$ cat src/rtl/ray_config_bank.sv
// Control/status register slave for a bank of ray-tracing cores: holds the shared scene and
// camera configuration, broadcasts per-core control pulses, and aggregates completion interrupts.
module ray_config_bank #(
    parameter int CORES          = 4,
    parameter int POSITION_WIDTH = 16,
    parameter int DATA_WIDTH     = 24,
    parameter int ADDRESS_WIDTH  = 32,
    parameter int ID_WIDTH       = 4,
    parameter int ADDRESS        = 0,
    parameter int BASE_WIDTH     = 5,
    parameter int ADDR_SHIFT     = 8
) (
    input  logic                        clock,
    input  logic                        reset,
    input  logic [ADDRESS_WIDTH-1:0]    msAddress,
    input  logic                        msValid,
    input  logic                        msWrite,
    input  logic [DATA_WIDTH-1:0]       msData,
    input  logic [ID_WIDTH-1:0]         msID,
    output logic                        msTaken,
    output logic                        smValid,
    input  logic                        smTaken,
    output logic [DATA_WIDTH-1:0]       smData,
    output logic [ID_WIDTH-1:0]         smID,
    output logic [ADDRESS_WIDTH-1:0]    materialAddress,
    output logic [ADDRESS_WIDTH-1:0]    treeAddress,
    output logic [ADDRESS_WIDTH-1:0]    frameAddress,
    output logic [3*POSITION_WIDTH-1:0] cameraQ,
    output logic [3*POSITION_WIDTH-1:0] cameraV,
    output logic [3*POSITION_WIDTH-1:0] cameraX,
    output logic [3*POSITION_WIDTH-1:0] cameraY,
    output logic [11:0]                 width,
    output logic [11:0]                 height,
    output logic                        normalize,
    output logic [CORES-1:0]            start,
    output logic [CORES-1:0]            flush,
    output logic [CORES-1:0]            resetRT,
    input  logic [CORES-1:0]            ready,
    input  logic [CORES-1:0]            busy,
    output logic                        interrupt
);

    localparam logic [BASE_WIDTH-1:0] OFF_CONTROL    = BASE_WIDTH'(0);
    localparam logic [BASE_WIDTH-1:0] OFF_ENABLE     = BASE_WIDTH'(1);
    localparam logic [BASE_WIDTH-1:0] OFF_IRQ_STATUS = BASE_WIDTH'(2);
    localparam logic [BASE_WIDTH-1:0] OFF_IRQ_MASK   = BASE_WIDTH'(3);
    localparam logic [BASE_WIDTH-1:0] OFF_STATUS     = BASE_WIDTH'(4);
    localparam logic [BASE_WIDTH-1:0] OFF_MATERIAL   = BASE_WIDTH'(5);
    localparam logic [BASE_WIDTH-1:0] OFF_TREE       = BASE_WIDTH'(6);
    localparam logic [BASE_WIDTH-1:0] OFF_FRAME      = BASE_WIDTH'(7);
    localparam logic [BASE_WIDTH-1:0] OFF_CAM_FIRST  = BASE_WIDTH'(8);
    localparam logic [BASE_WIDTH-1:0] OFF_CAM_LAST   = BASE_WIDTH'(19);
    localparam logic [BASE_WIDTH-1:0] OFF_WIDTH      = BASE_WIDTH'(20);
    localparam logic [BASE_WIDTH-1:0] OFF_HEIGHT     = BASE_WIDTH'(21);

    logic [CORES-1:0]          enable_q, enable_d;
    logic [CORES-1:0]          irq_status_q, irq_status_d;
    logic [CORES-1:0]          irq_mask_q, irq_mask_d;
    logic [CORES-1:0]          ready_prev_q;
    logic                      normalize_q, normalize_d;
    logic [DATA_WIDTH-1:0]     material_q, material_d;
    logic [DATA_WIDTH-1:0]     tree_q, tree_d;
    logic [DATA_WIDTH-1:0]     frame_q, frame_d;
    logic [POSITION_WIDTH-1:0] cam_q [12];
    logic [POSITION_WIDTH-1:0] cam_d [12];
    logic [11:0]               width_q, width_d;
    logic [11:0]               height_q, height_d;
    logic                      sm_valid_q, sm_valid_d;
    logic [DATA_WIDTH-1:0]     sm_data_q, sm_data_d;
    logic [ID_WIDTH-1:0]       sm_id_q, sm_id_d;
    logic                      interrupt_q, interrupt_d;

    logic                      select;
    logic                      accept;
    logic                      wr;
    logic                      ctrl_wr;
    logic [BASE_WIDTH-1:0]     offset;
    logic                      cam_hit;
    logic [3:0]                cam_idx;
    logic [CORES-1:0]          irq_clr;
    logic [DATA_WIDTH-1:0]     rdata;

    assign offset  = msAddress[BASE_WIDTH-1:0];
    assign select  = (msAddress[ADDRESS_WIDTH-1:BASE_WIDTH] == (ADDRESS_WIDTH-BASE_WIDTH)'(ADDRESS));
    // The response slot frees up in the same cycle it is consumed, so reads can stream.
    assign msTaken = select && msValid && (!sm_valid_q || smTaken);
    assign accept  = msTaken;
    assign wr      = accept && msWrite;
    assign ctrl_wr = wr && (offset == OFF_CONTROL);
    assign cam_hit = (offset >= OFF_CAM_FIRST) && (offset <= OFF_CAM_LAST);
    assign cam_idx = 4'(offset - OFF_CAM_FIRST);
    assign irq_clr = (wr && (offset == OFF_IRQ_STATUS)) ? msData[CORES-1:0] : '0;

    always_comb begin
        rdata = '0;
        case (offset)
            OFF_CONTROL: begin
                rdata[5] = normalize_q;
                rdata[2] = |busy;
                rdata[1] = &(ready | ~enable_q);
            end
            OFF_ENABLE:     rdata[CORES-1:0]   = enable_q;
            OFF_IRQ_STATUS: rdata[CORES-1:0]   = irq_status_q;
            OFF_IRQ_MASK:   rdata[CORES-1:0]   = irq_mask_q;
            OFF_STATUS:     rdata[2*CORES-1:0] = {busy, ready};
            OFF_MATERIAL:   rdata = material_q;
            OFF_TREE:       rdata = tree_q;
            OFF_FRAME:      rdata = frame_q;
            OFF_WIDTH:      rdata[11:0] = width_q;
            OFF_HEIGHT:     rdata[11:0] = height_q;
            default: begin
                if (cam_hit) rdata[POSITION_WIDTH-1:0] = cam_q[cam_idx];
            end
        endcase
    end

    always_comb begin
        enable_d    = enable_q;
        irq_mask_d  = irq_mask_q;
        normalize_d = normalize_q;
        material_d  = material_q;
        tree_d      = tree_q;
        frame_d     = frame_q;
        cam_d       = cam_q;
        width_d     = width_q;
        height_d    = height_q;
        if (wr) begin
            case (offset)
                OFF_CONTROL:  normalize_d = msData[5];
                OFF_ENABLE:   enable_d    = msData[CORES-1:0];
                OFF_IRQ_MASK: irq_mask_d  = msData[CORES-1:0];
                OFF_MATERIAL: material_d  = msData;
                OFF_TREE:     tree_d      = msData;
                OFF_FRAME:    frame_d     = msData;
                OFF_WIDTH:    width_d     = msData[11:0];
                OFF_HEIGHT:   height_d    = msData[11:0];
                default: begin
                    if (cam_hit) cam_d[cam_idx] = msData[POSITION_WIDTH-1:0];
                end
            endcase
        end
        // A fresh ready edge overrides a coincident write-1-to-clear.
        irq_status_d = (irq_status_q & ~irq_clr) | (ready & ~ready_prev_q);
        interrupt_d  = |(irq_status_q & irq_mask_q);

        sm_valid_d = sm_valid_q;
        sm_data_d  = sm_data_q;
        sm_id_d    = sm_id_q;
        if (accept && !msWrite) begin
            sm_valid_d = 1'b1;
            sm_data_d  = rdata;
            sm_id_d    = msID;
        end else if (smTaken) begin
            sm_valid_d = 1'b0;
        end
    end

    always_ff @(posedge clock) begin
        if (reset) begin
            enable_q     <= '0;
            irq_status_q <= '0;
            irq_mask_q   <= '0;
            ready_prev_q <= ready;
            normalize_q  <= 1'b0;
            material_q   <= '0;
            tree_q       <= '0;
            frame_q      <= '0;
            for (int i = 0; i < 12; i++) cam_q[i] <= '0;
            width_q      <= '0;
            height_q     <= '0;
            sm_valid_q   <= 1'b0;
            sm_data_q    <= '0;
            sm_id_q      <= '0;
            interrupt_q  <= 1'b0;
        end else begin
            enable_q     <= enable_d;
            irq_status_q <= irq_status_d;
            irq_mask_q   <= irq_mask_d;
            ready_prev_q <= ready;
            normalize_q  <= normalize_d;
            material_q   <= material_d;
            tree_q       <= tree_d;
            frame_q      <= frame_d;
            cam_q        <= cam_d;
            width_q      <= width_d;
            height_q     <= height_d;
            sm_valid_q   <= sm_valid_d;
            sm_data_q    <= sm_data_d;
            sm_id_q      <= sm_id_d;
            interrupt_q  <= interrupt_d;
        end
    end

    assign start   = (ctrl_wr && msData[0] && !reset) ? enable_q : '0;
    assign flush   = (ctrl_wr && msData[3] && !reset) ? enable_q : '0;
    assign resetRT = reset ? '1 : ((ctrl_wr && msData[4]) ? enable_q : '0);

    assign materialAddress = ADDRESS_WIDTH'(material_q) << ADDR_SHIFT;
    assign treeAddress     = ADDRESS_WIDTH'(tree_q) << ADDR_SHIFT;
    assign frameAddress    = ADDRESS_WIDTH'(frame_q) << ADDR_SHIFT;
    assign cameraQ   = {cam_q[2],  cam_q[1],  cam_q[0]};
    assign cameraV   = {cam_q[5],  cam_q[4],  cam_q[3]};
    assign cameraX   = {cam_q[8],  cam_q[7],  cam_q[6]};
    assign cameraY   = {cam_q[11], cam_q[10], cam_q[9]};
    assign width     = width_q;
    assign height    = height_q;
    assign normalize = normalize_q;
    assign smValid   = sm_valid_q;
    assign smData    = sm_data_q;
    assign smID      = sm_id_q;
    assign interrupt = interrupt_q;

endmodule

$ cat config.mk
export PLATFORM = sky130hd
export DESIGN_NAME = ray_config_bank
export DESIGN_NICKNAME = d
export VERILOG_FILES = /design/src/rtl/ray_config_bank.sv
export SDC_FILE = /design/constraint.sdc
export NUM_CORES = 1
export LEC_CHECK = 0
export CELL_PAD_IN_SITES_DETAIL_PLACEMENT = 1
export CELL_PAD_IN_SITES_GLOBAL_PLACEMENT = 1
export CORE_AREA = 10 10 258 260
export CTS_CLUSTER_DIAMETER = 200
export DETAILED_ROUTE_END_ITERATION = 12
export DIE_AREA = 0 0 268 270
export GPL_ROUTABILITY_DRIVEN = 0
export PLACE_DENSITY_LB_ADDON = 0.1
export RECOVER_POWER = 25
export SLEW_MARGIN = 5
export SYNTH_ARGS = -nofsm -noshare
export SYNTH_HDL_FRONTEND = slang
export SYNTH_SLANG_ARGS = --single-unit
$ cat constraint.sdc
create_clock -name clock -period 3.1 [get_ports clock]
set_clock_uncertainty 0.2 [all_clocks]
set_input_delay 0.62 -clock clock [delete_from_list [all_inputs] [get_ports clock]]
set_output_delay 0.62 -clock clock [all_outputs]
set_load 0.01 [all_outputs]
==> impl_metrics.ini, run 1 <==
[clock_tree]
cts_tree = done
numClockSinks = 335
root_buffer = clkbuf_16
clockBufferDepth = 3
cts-hold-fix-buffers = 0
htree_num_levels = 2
clkLatencyLatePin_ns = 0.56
path_clk_slew_ns = 0.06
cts_buffers = 44

[detailed_routing]
wl_mm = 75.36
wl_per_cell_um = 26.44
drt-pass1-iter-count = 5
drt_iter0_markers = 683
drc = 0
routed_via_density = 4.779
route.vias.total = 13621
ant_nets = 0

[power]
p_leak_nw = 8.938
switching_share_pct = 24.36
internal_power_mw = 7.626
pwr-share-seq_pct = 42.8
ir_drop_mv = 0.2995
p_comb_share_pct = 6.0
clock_power_share_pct = 51.2
p_per_area_mw_per_mm2 = 457.5
netSwitchingPower_mw = 2.457

[yosys]
yosysSeqAreaShare_pct = 44.27
ys_top_cells_by_area = dfxtp_1 44%, mux2i_1 18%, nor2_1 6.4%
synth_top_cell_by_area = dfxtp_1
async_reset_ff_share_pct = 0
post_synth_inst_count = 1596
synth-edff-count = 0
yosysWarnings = 0
ys_seq_elements = 335
syn_area_per_cell_um2 = 9.492
ys_types = 57
synth_top_area_share_pct = 44.27
synth-main-ff-cell = dfxtp_1
syn_area_mm2 = 0.01515

[sta]
finalHoldViolCount = 0
max_freq_mhz = 333.8
worst_slew_pin_slew_ns = 1.120
setup_viol = 0
hold-worst-slack_ns = 0.1264
period_needed_ns = 2.996
max_slew_margin_pct = 25.35
rsz0062_at_grt = no
slew_violations = 0
post-route-period-util_pct = 96.64

[cells_and_area]
layout-drive-gt1-share_pct = 14.88
fillers = 6968
nets = 2097
area_growth_pct = 45.48
fin_util_pct = 35.98
final_cells = 2850

[floorplanning]
io_pins = 429
rows = 91
coreArea_mm2 = 0.06126
die_area_mm2 = 0.07236
start_util_pct = 24.73
die_h_um = 270
die_w_um = 268

[critical_path]
arrival_ns = 2.18
crit_top_cell = buf_4
worstPathRequired_ns = 2.28
path_cells = clkdlybuf4s15_1 > nor4_4 > buf_4 > nand4_2 > clkbuf_4 > buf_4 > nor2_1 > dlygate4sd2_1
slowest_stage = dlygate4sd2_1
critPathLaunchType = input pin
worstSetupPathType = in -> out
max_stage_delay_ns = 0.31
worst_setup_path_end_kind = primary output
cp_max_fo = 11

[placement]
dp.cells = 2753
dp_hpwl_mm = 55.09
port_buffers = 404

[grt]
grt_max_degree = 138
grt-ovfl-total = 0
grt_pass1_vias = 14252
grt.total_usage_pct = 20.32
grt_pass1_wl_mm = 107.5
antenna_found_initial = 4

[run_status]
outcome = completed

[flow_run]
cap_violations = 0

[min_path]
worst_hold_path_type = in -> reg
==> Yosys cell counts, drive strengths merged (8+ instances only) <==
library cell and number:
a21oi 101, a22oi 11, a31oi 8, and2 11
buf 76, clkbuf 93, dfxtp 335, mux2i 275
mux4 37, nand2 184, nand2b 16, nand3 17
nand4 13, nor2 257, nor2b 9, nor3 17
nor4 18, o2111a 10, o21ai 13
==> cell families after synthesis <==
logic type             count (synthesis)  synth area share [%]
other                                  1               0.02475
AOI/OAI and AO/OA                    189                 7.978
muxes                                319                 24.19
and+or+nand+nor                      576                 17.86
buffers and inverters                176                 5.674
DFF                                  335                 44.27
==> timing repair <==
item	CTS	global route
cloned	0	0
buffers inserted	14	3
endpoints found under the setup margin	13	13
pin swaps	14	17
resized for setup	110	35
==> layer usage <==
layer	GRT usage, %	part of all wire [%]	up-vias
met4	5.501	2.3	0
met1	24.87	42	6791
met2	34.82	49	370
li1	-	-	6373
met3	4.924	6.4	87
met5	0	0	-
==> power by group through the flow <==
stage | Clock, mW | Combinational, mW | Sequential [mW]
global placement | 0 | 0.608 | 4.41
global route | 5.52 | 0.643 | 4.31
floorplan | 0 | 0.310 | 4.41
finish | 5.17 | 0.601 | 4.32
CTS | 5.33 | 0.611 | 4.32
detailed placement | 0 | 0.609 | 4.41
==> through the flow <==
stage / area, um2 / worst slack [ns] / power, mW / TNS [ns]
after global routing: 22040 / 0.001630 / 10.48 / 0
after floorplan: 15240 / 0.01927 / 4.719 / 0
after detailed placement: 20570 / -0.7141 / 5.019 / -15.71
final: 22040 / 0.1041 / 10.08 / 0
after global placement: 20570 / -0.6399 / 5.018 / -12.61
after CTS: 22190 / 0.0008293 / 10.26 / 0
==> cell type report <==
class	instances	area [um2]	share of cell area [%]
Antenna cell	3	7.507	0.03406
Clock buffer	62	1311	5.949
Inverter	7	26.28	0.1192
Tap cell	790	988.4	4.485
Sequential cell	335	6706	30.43
Timing Repair Buffer	528	5059	22.95
Multi-Input combinational cell	1108	7781	35.31
Clock inverter	17	160.2	0.7267
==> cell usage in the layout (no fill, tap or decap), types with 10 or more instances in the layout <==
master and n:
dfxtp_1 335, mux2i_1 275, clkdlybuf4s50_1 263, nor2_1 257
nand2_1 184, a21oi_1 101, dlygate4sd3_1 93, buf_4 89
clkbuf_16 46, mux4_2 37, conb_1 24, buf_12 21
clkbuf_2 20, nand3_1 17, nand2b_1 15, nor3_1 15
clkbuf_1 14, o21ai_0 13, nor4_4 12, buf_2 12
a22oi_1 11, o2111a_1 10, clkbuf_8 10
==> sequential cells by signal, summed over array words and instances (netlist names), 4 cells and up <==
signal / flops
cameraQ: 48
cameraX: 48
cameraV: 48
ready_prev_q: 4
irq_status_q: 4
tree_q: 24
material_q: 24
irq_mask_q: 4
enable_q: 4
height: 12
smData: 24
frame_q: 24
smID: 4
cameraY: 48
width: 12
==> final timing paths <==
check	from	end	slack, ns	depth (start not counted)
max	msAddress[14]	msTaken	0.10	8
min	reset	smID[3]$_SDFFE_PP0P_	0.13	2
max reg2reg	smValid$_SDFFE_PP0P_	cameraY[44]$_SDFFE_PP0P_	0.54	9
min reg2reg	smID[2]$_SDFFE_PP0P_	smID[2]$_SDFFE_PP0P_	0.25	2
==> worst max-delay path, delay by kind of cell <==
kind,cells,cell delay [ns]
buf+inv,5,1.02
simple gates,3,0.53
(Power assumes the default switching activity.)
==> inputs of run 2 (changes only) <==
--- a/config.mk
+++ b/config.mk
@@ -9,9 +9,11 @@
 export CELL_PAD_IN_SITES_GLOBAL_PLACEMENT = 1
 export CORE_AREA = 10 10 258 260
 export CTS_CLUSTER_DIAMETER = 200
+export CTS_CLUSTER_SIZE = 8
 export DETAILED_ROUTE_END_ITERATION = 12
 export DIE_AREA = 0 0 268 270
 export GPL_ROUTABILITY_DRIVEN = 0
+export MAX_ROUTING_LAYER = met4
 export PLACE_DENSITY_LB_ADDON = 0.1
 export RECOVER_POWER = 25
 export SLEW_MARGIN = 5
==> run 2 against run 1 <==
Effect of this change:
- total power decreased by 4.5%
- clock-buffer cell count decreased by 12
- utilization decreased by 0.38 points
- die area unchanged
- register-to-register slack about the same
- critical path depth unchanged
- flip-flop and latch count unchanged
- highest routed layer unchanged
==> impl_metrics.ini, run 2 (same netlist as run 1, synthesis figures left out) <==
[run_status]
outcome = completed

[sta]
max_slew_margin_pct = 23.03
rsz0062_at_grt = no
post-route-period-util_pct = 96.70
worst_slew_pin_slew_ns = 1.155
fin_ws_ns = 0.1022
hold-worst-slack_ns = 0.1265
period_needed_ns = 2.998
slew_violations = 0
setup_viol = 0
finalHoldViolCount = 0
max_freq_mhz = 333.6

[clock_tree]
path_clk_slew_ns = 0.05
cts_tree = done
cts-hold-fix-buffers = 0
root_buffer = clkbuf_16
clockBufferDepth = 3
cts_buffers = 47
clkLatencyLatePin_ns = 0.58
numClockSinks = 335
htree_num_levels = 2

[grt]
antenna_found_initial = 4
grt-ovfl-total = 0
grt_pass1_vias = 14343
grt_pass1_wl_mm = 108.0
grt_max_degree = 138
grt.total_usage_pct = 20.96

[power]
netSwitchingPower_mw = 2.348
clock_power_share_pct = 48.9
p_leak_nw = 8.831
pwr-share-seq_pct = 44.9
p_per_area_mw_per_mm2 = 441.7
ir_drop_mv = 0.3328
switching_share_pct = 24.38
internal_power_mw = 7.282
p_total_mw = 9.630
p_comb_share_pct = 6.3

[critical_path]
cp_max_fo = 11
critPathLaunchType = input pin
worstPathRequired_ns = 2.28
arrival_ns = 2.18
worst_setup_path_end_kind = primary output
worstSetupPathType = in -> out

[cells_and_area]
multiInputGateArea_mm2 = 0.007775
postLayoutCellArea_mm2 = 0.02180
nets = 2100
fillers = 6962
layout_commonest_cell = dfxtp_1
final_cell_mix = 335 x dfxtp_1, 275 x mux2i_1, 261 x clkdlybuf4s50_1, 257 x nor2_1, 184 x nand2_1
final_cells = 2822
layout-drive-gt1-share_pct = 13.80
area_growth_pct = 43.93
seq_area_mm2 = 0.006706

[placement]
dp.cells = 2753
dpl-instance-area_mm2 = 0.02057
port_buffers = 404
pre_cts_ws_ns = -0.7141
dp_hpwl_mm = 55.09

[floorplanning]
coreArea_mm2 = 0.06126
rows = 91
die_area_mm2 = 0.07236
io_pins = 429
start_util_pct = 24.73
die_w_um = 268
die_h_um = 270

[detailed_routing]
drt_iter0_markers = 760
route.vias.total = 13612
wl_per_cell_um = 26.77
drt-pass1-iter-count = 5
drc = 0
routed_via_density = 4.824
ant_nets = 0
wl_mm = 75.55

[flow_run]
cap_violations = 0

[min_path]
worst_hold_path_type = in -> reg
## run 2: path summary, 6_finish.rpt
check,slack (ns),depth (start not counted),startpoint,endpoint
worst min register to register,0.25,2,smData[20]$_SDFFE_PP0P_,smData[20]$_SDFFE_PP0P_
worst max register to register,0.53,9,smValid$_SDFFE_PP0P_,cameraY[44]$_SDFFE_PP0P_
worst max-delay path,0.10,8,msAddress[14],msTaken
worst min-delay path,0.13,2,reset,smValid$_SDFFE_PP0P_
## run 2: area by class of cell
type | count | area share, %
clock inverter | 1 | 0.09181
sequential | 335 | 30.76
tap | 790 | 4.533
inverter | 7 | 0.1205
multi-input combinational | 1108 | 35.66
timing repair buffer | 528 | 23.17
antenna | 3 | 0.03443
clock buffer | 50 | 5.641
## run 2: power by group through the flow
stage,combinational [mW],sequential (mW),clock (mW)
after global placement,0.608,4.41,0
final,0.603,4.32,4.71
after floorplan,0.310,4.41,0
after detailed placement,0.609,4.41,0
after CTS,0.611,4.32,4.86
after global routing,0.642,4.32,5.04
## run 2: timing repair
| item | in CTS | in global routing |
|---|---|---|
| setup buffers | 14 | 3 |
| cloned | 0 | 0 |
| setup endpoints to repair | 13 | 13 |
| pin swaps | 14 | 17 |
| endpoints found under the hold margin | 0 | 0 |
| gates resized for setup | 110 | 35 |
## run 2: per-layer routing
| layer | global-route usage, % | up-vias | wire length (um) |
|---|---|---|---|
| li1 | - | 6349 | - |
| met1 | 25.25 | 6827 | 32590 |
| met2 | 35.00 | 349 | 37020 |
| met3 | 4.433 | 87 | 4225 |
| met4 | 5.352 | 0 | 1710 |
| met5 | - | - | 0 |
## run 2: stage by stage
step	TNS [ns]	utilization [%]
finish	0	35.60
global route	0	35.60
CTS	0	35.86
detailed placement	-15.71	33.58
global placement	-12.61	33.58
floorplan	0	-
## run 2: worst max-delay path, cell delays in order
cell	delay (ns)
clkdlybuf4s15_1	0.20
nor4_4	0.26
buf_4	0.16
nand4_2	0.11
clkbuf_4	0.15
buf_4	0.20
nor2_1	0.16
dlygate4sd2_1	0.31
==> inputs of run 3 (changes only) <==
--- a/config.mk
+++ b/config.mk
@@ -7,11 +7,11 @@
 export LEC_CHECK = 0
 export CELL_PAD_IN_SITES_DETAIL_PLACEMENT = 1
 export CELL_PAD_IN_SITES_GLOBAL_PLACEMENT = 1
-export CORE_AREA = 10 10 258 260
+export CORE_AREA = 2 2 250 252
 export CTS_CLUSTER_DIAMETER = 200
 export CTS_CLUSTER_SIZE = 8
 export DETAILED_ROUTE_END_ITERATION = 12
-export DIE_AREA = 0 0 268 270
+export DIE_AREA = 0 0 252 254
 export GPL_ROUTABILITY_DRIVEN = 0
 export MAX_ROUTING_LAYER = met4
 export PLACE_DENSITY_LB_ADDON = 0.1
==> constraint.sdc (replaced) <==
create_clock -name clock -period 3.1 [get_ports clock]
set_clock_uncertainty 0.2 [all_clocks]
set_input_delay 0.775 -clock clock [delete_from_list [all_inputs] [get_ports clock]]
set_output_delay 0.775 -clock clock [all_outputs]
set_load 0.01 [all_outputs]
==> run 3 against run 2 <==
Effect of this change:
- the flow now finishes with violations (negative setup slack)
- highest routed layer unchanged
- sequential power about the same
- sequential share of layout area decreased by 0.51 points
- die area decreased by 12%
- global-route usage increased by 1.8 points
- register-to-register slack got worse by 0.05 ns
- routed wire length decreased by 4.0%
- utilization increased by 0.60 points
==> impl_metrics.ini, run 3 (same netlist as run 1, synthesis figures left out) <==
[run_status]
outcome = complete, but fails checks
violations = negative setup slack

[grt]
grt.total_usage_pct = 22.80
grt-ovfl-total = 0
grt_max_degree = 155
antenna_found_initial = 1
grt_pass1_vias = 14222
grt_pass1_wl_mm = 102.9

[sta]
rsz0062_at_grt = yes
hold-worst-slack_ns = 0.2507
setup_tns_ns = -1.791
period_needed_ns = 3.352
post-route-period-util_pct = 108.1
max_slew_margin_pct = 21.63
setup_viol = 12
slew_violations = 0
max_freq_mhz = 298.3
worst_slew_pin_slew_ns = 1.176
fin_ws_ns = -0.2520
finalHoldViolCount = 0

[floorplanning]
start_util_pct = 24.73
die_area_mm2 = 0.06401
die_w_um = 252
coreArea_mm2 = 0.06126
rows = 91
io_pins = 429
die_h_um = 254

[power]
ir_drop_mv = 0.2823
p_leak_nw = 8.706
p_per_area_mw_per_mm2 = 431.3

[clock_tree]
clkLatencyLatePin_ns = 0.58
clockBufferDepth = 3
numClockSinks = 335
htree_num_levels = 2
cts_tree = done
cts_buffers = 47
root_buffer = clkbuf_16
path_clk_slew_ns = 0.05

[critical_path]
path_cells = buf_4 > nor4_4 > and4_4 > nand4_1 > nor3b_2 > buf_4 > buf_6 > and2_4 > buf_6
worst_setup_path_end_kind = primary output
arrival_ns = 2.38
worstPathRequired_ns = 2.12
reg2reg_from = smValid$_SDFFE_PP0P_
worstSetupPathType = in -> out
cp.buffers_inverters = 4
slowest_stage = nor4_4
cp_max_fo = 3
reg2reg_depth = 10
critPathLaunchType = input pin
r2r_setup_slack_ns = 0.48
max_stage_delay_ns = 0.28
rr_endpoint = cameraX[10]$_SDFFE_PP0P_
cp_top_family = simple AND/OR/NAND/NOR gates

[placement]
dp_hpwl_mm = 51.81
port_buffers = 404
pre_cts_ws_ns = -0.9347

[min_path]
min_to = smData[22]$_SDFFE_PP0P_
worst_hold_path_type = reg -> reg
whs_path_depth = 2
hold_start = smData[22]$_SDFFE_PP0P_

[detailed_routing]
routed_via_density = 4.830
route.vias.total = 13721
drt-pass1-iter-count = 5
drc = 0
wl_mm = 72.50
ant_nets = 0
drt_iter0_markers = 673
wl_per_cell_um = 25.52

[cells_and_area]
nets = 2123
layout-drive-gt1-share_pct = 15.85
final_cell_mix = 352 x clkdlybuf4s50_1, 335 x dfxtp_1, 275 x mux2i_1, 256 x nor2_1, 184 x nand2_1
area_growth_pct = 46.37
antenna_cells = 0
fin_util_pct = 36.20
layout_commonest_cell = clkdlybuf4s50_1
fillers = 6910

[flow_run]
cap_violations = 0
run 3: cell types whose count changed in the layout (fill, tap and decap cells not counted), sizes merged:
cell,before,now
buf,124,185
clkbuf,82,51
clkdlybuf4s15,7,5
clkdlybuf4s50,261,352
diode,3,0
dlygate4sd2,9,2
dlygate4sd3,95,4
inv,8,9
run 3: worst max path at each step:
stage                     depth (start not counted)        to  slack (ns)     startpoint
after floorplan                                   7  flush[0]       -0.08  msAddress[25]
after global placement                            7  flush[1]       -0.86  msAddress[13]
after detailed placement                          7  flush[2]       -0.93  msAddress[31]
after CTS                                         9  start[1]       -0.23  msAddress[29]
after global routing                              9  start[1]       -0.39  msAddress[27]
final                                             9  flush[2]       -0.25  msAddress[15]
run 3: cell type report:
cell class                      count  area, um2  area share [%]
Clock buffer                       48       1180           5.321
Multi-Input combinational cell   1108       7824           35.28
Sequential cell                   335       6706           30.24
Clock inverter                      2      28.78          0.1298
Inverter                            7      26.28          0.1185
Timing Repair Buffer              551       5420           24.44
Tap cell                          790      988.4           4.458
run 3: per-layer routing:
layer  track usage (%)  part of all wire (%)  vias up
met1             28.07                    43     6858
met3             4.701                   5.4       96
met4             6.847                   2.8        0
met2             37.59                    48      378
li1                  -                     -     6389
met5                 -                     0        -
run 3: stage by stage:
stage / instance area, um2 / power (mW) / std cells
finish: 22170 / 9.564 / 2841
floorplan: 15340 / 4.724 / 1619
CTS: 22100 / 9.700 / 2839
global placement: 20800 / 5.037 / 2770
detailed placement: 20800 / 5.038 / 2770
global route: 22170 / 9.898 / 2841
run 3: worst register-to-register path: stages, from the launching register on:
cell	delay (ns)
dfxtp_1	0.33
nand2b_4	0.07
buf_4	0.11
nand4_1	0.23
buf_4	0.23
buf_6	0.11
buf_4	0.20
or4_1	0.55
buf_12	0.19
mux2i_1	0.21
nor2_1	0.05
run 3: repair_timing:
item | CTS | global route
hold buffers | 0 | 0
pin swaps | 20 | 14
buffers inserted | 19 | 9
gates resized for setup | 176 | 21
setup endpoints to repair | 13 | 13
run 3: where the power goes:
part	switching, mW	total (mW)	internal [mW]
logic	0.405	0.621	0.216
clock network	1.96	4.62	2.67
registers	0.00411	4.32	4.32
total	2.37	9.56	7.20
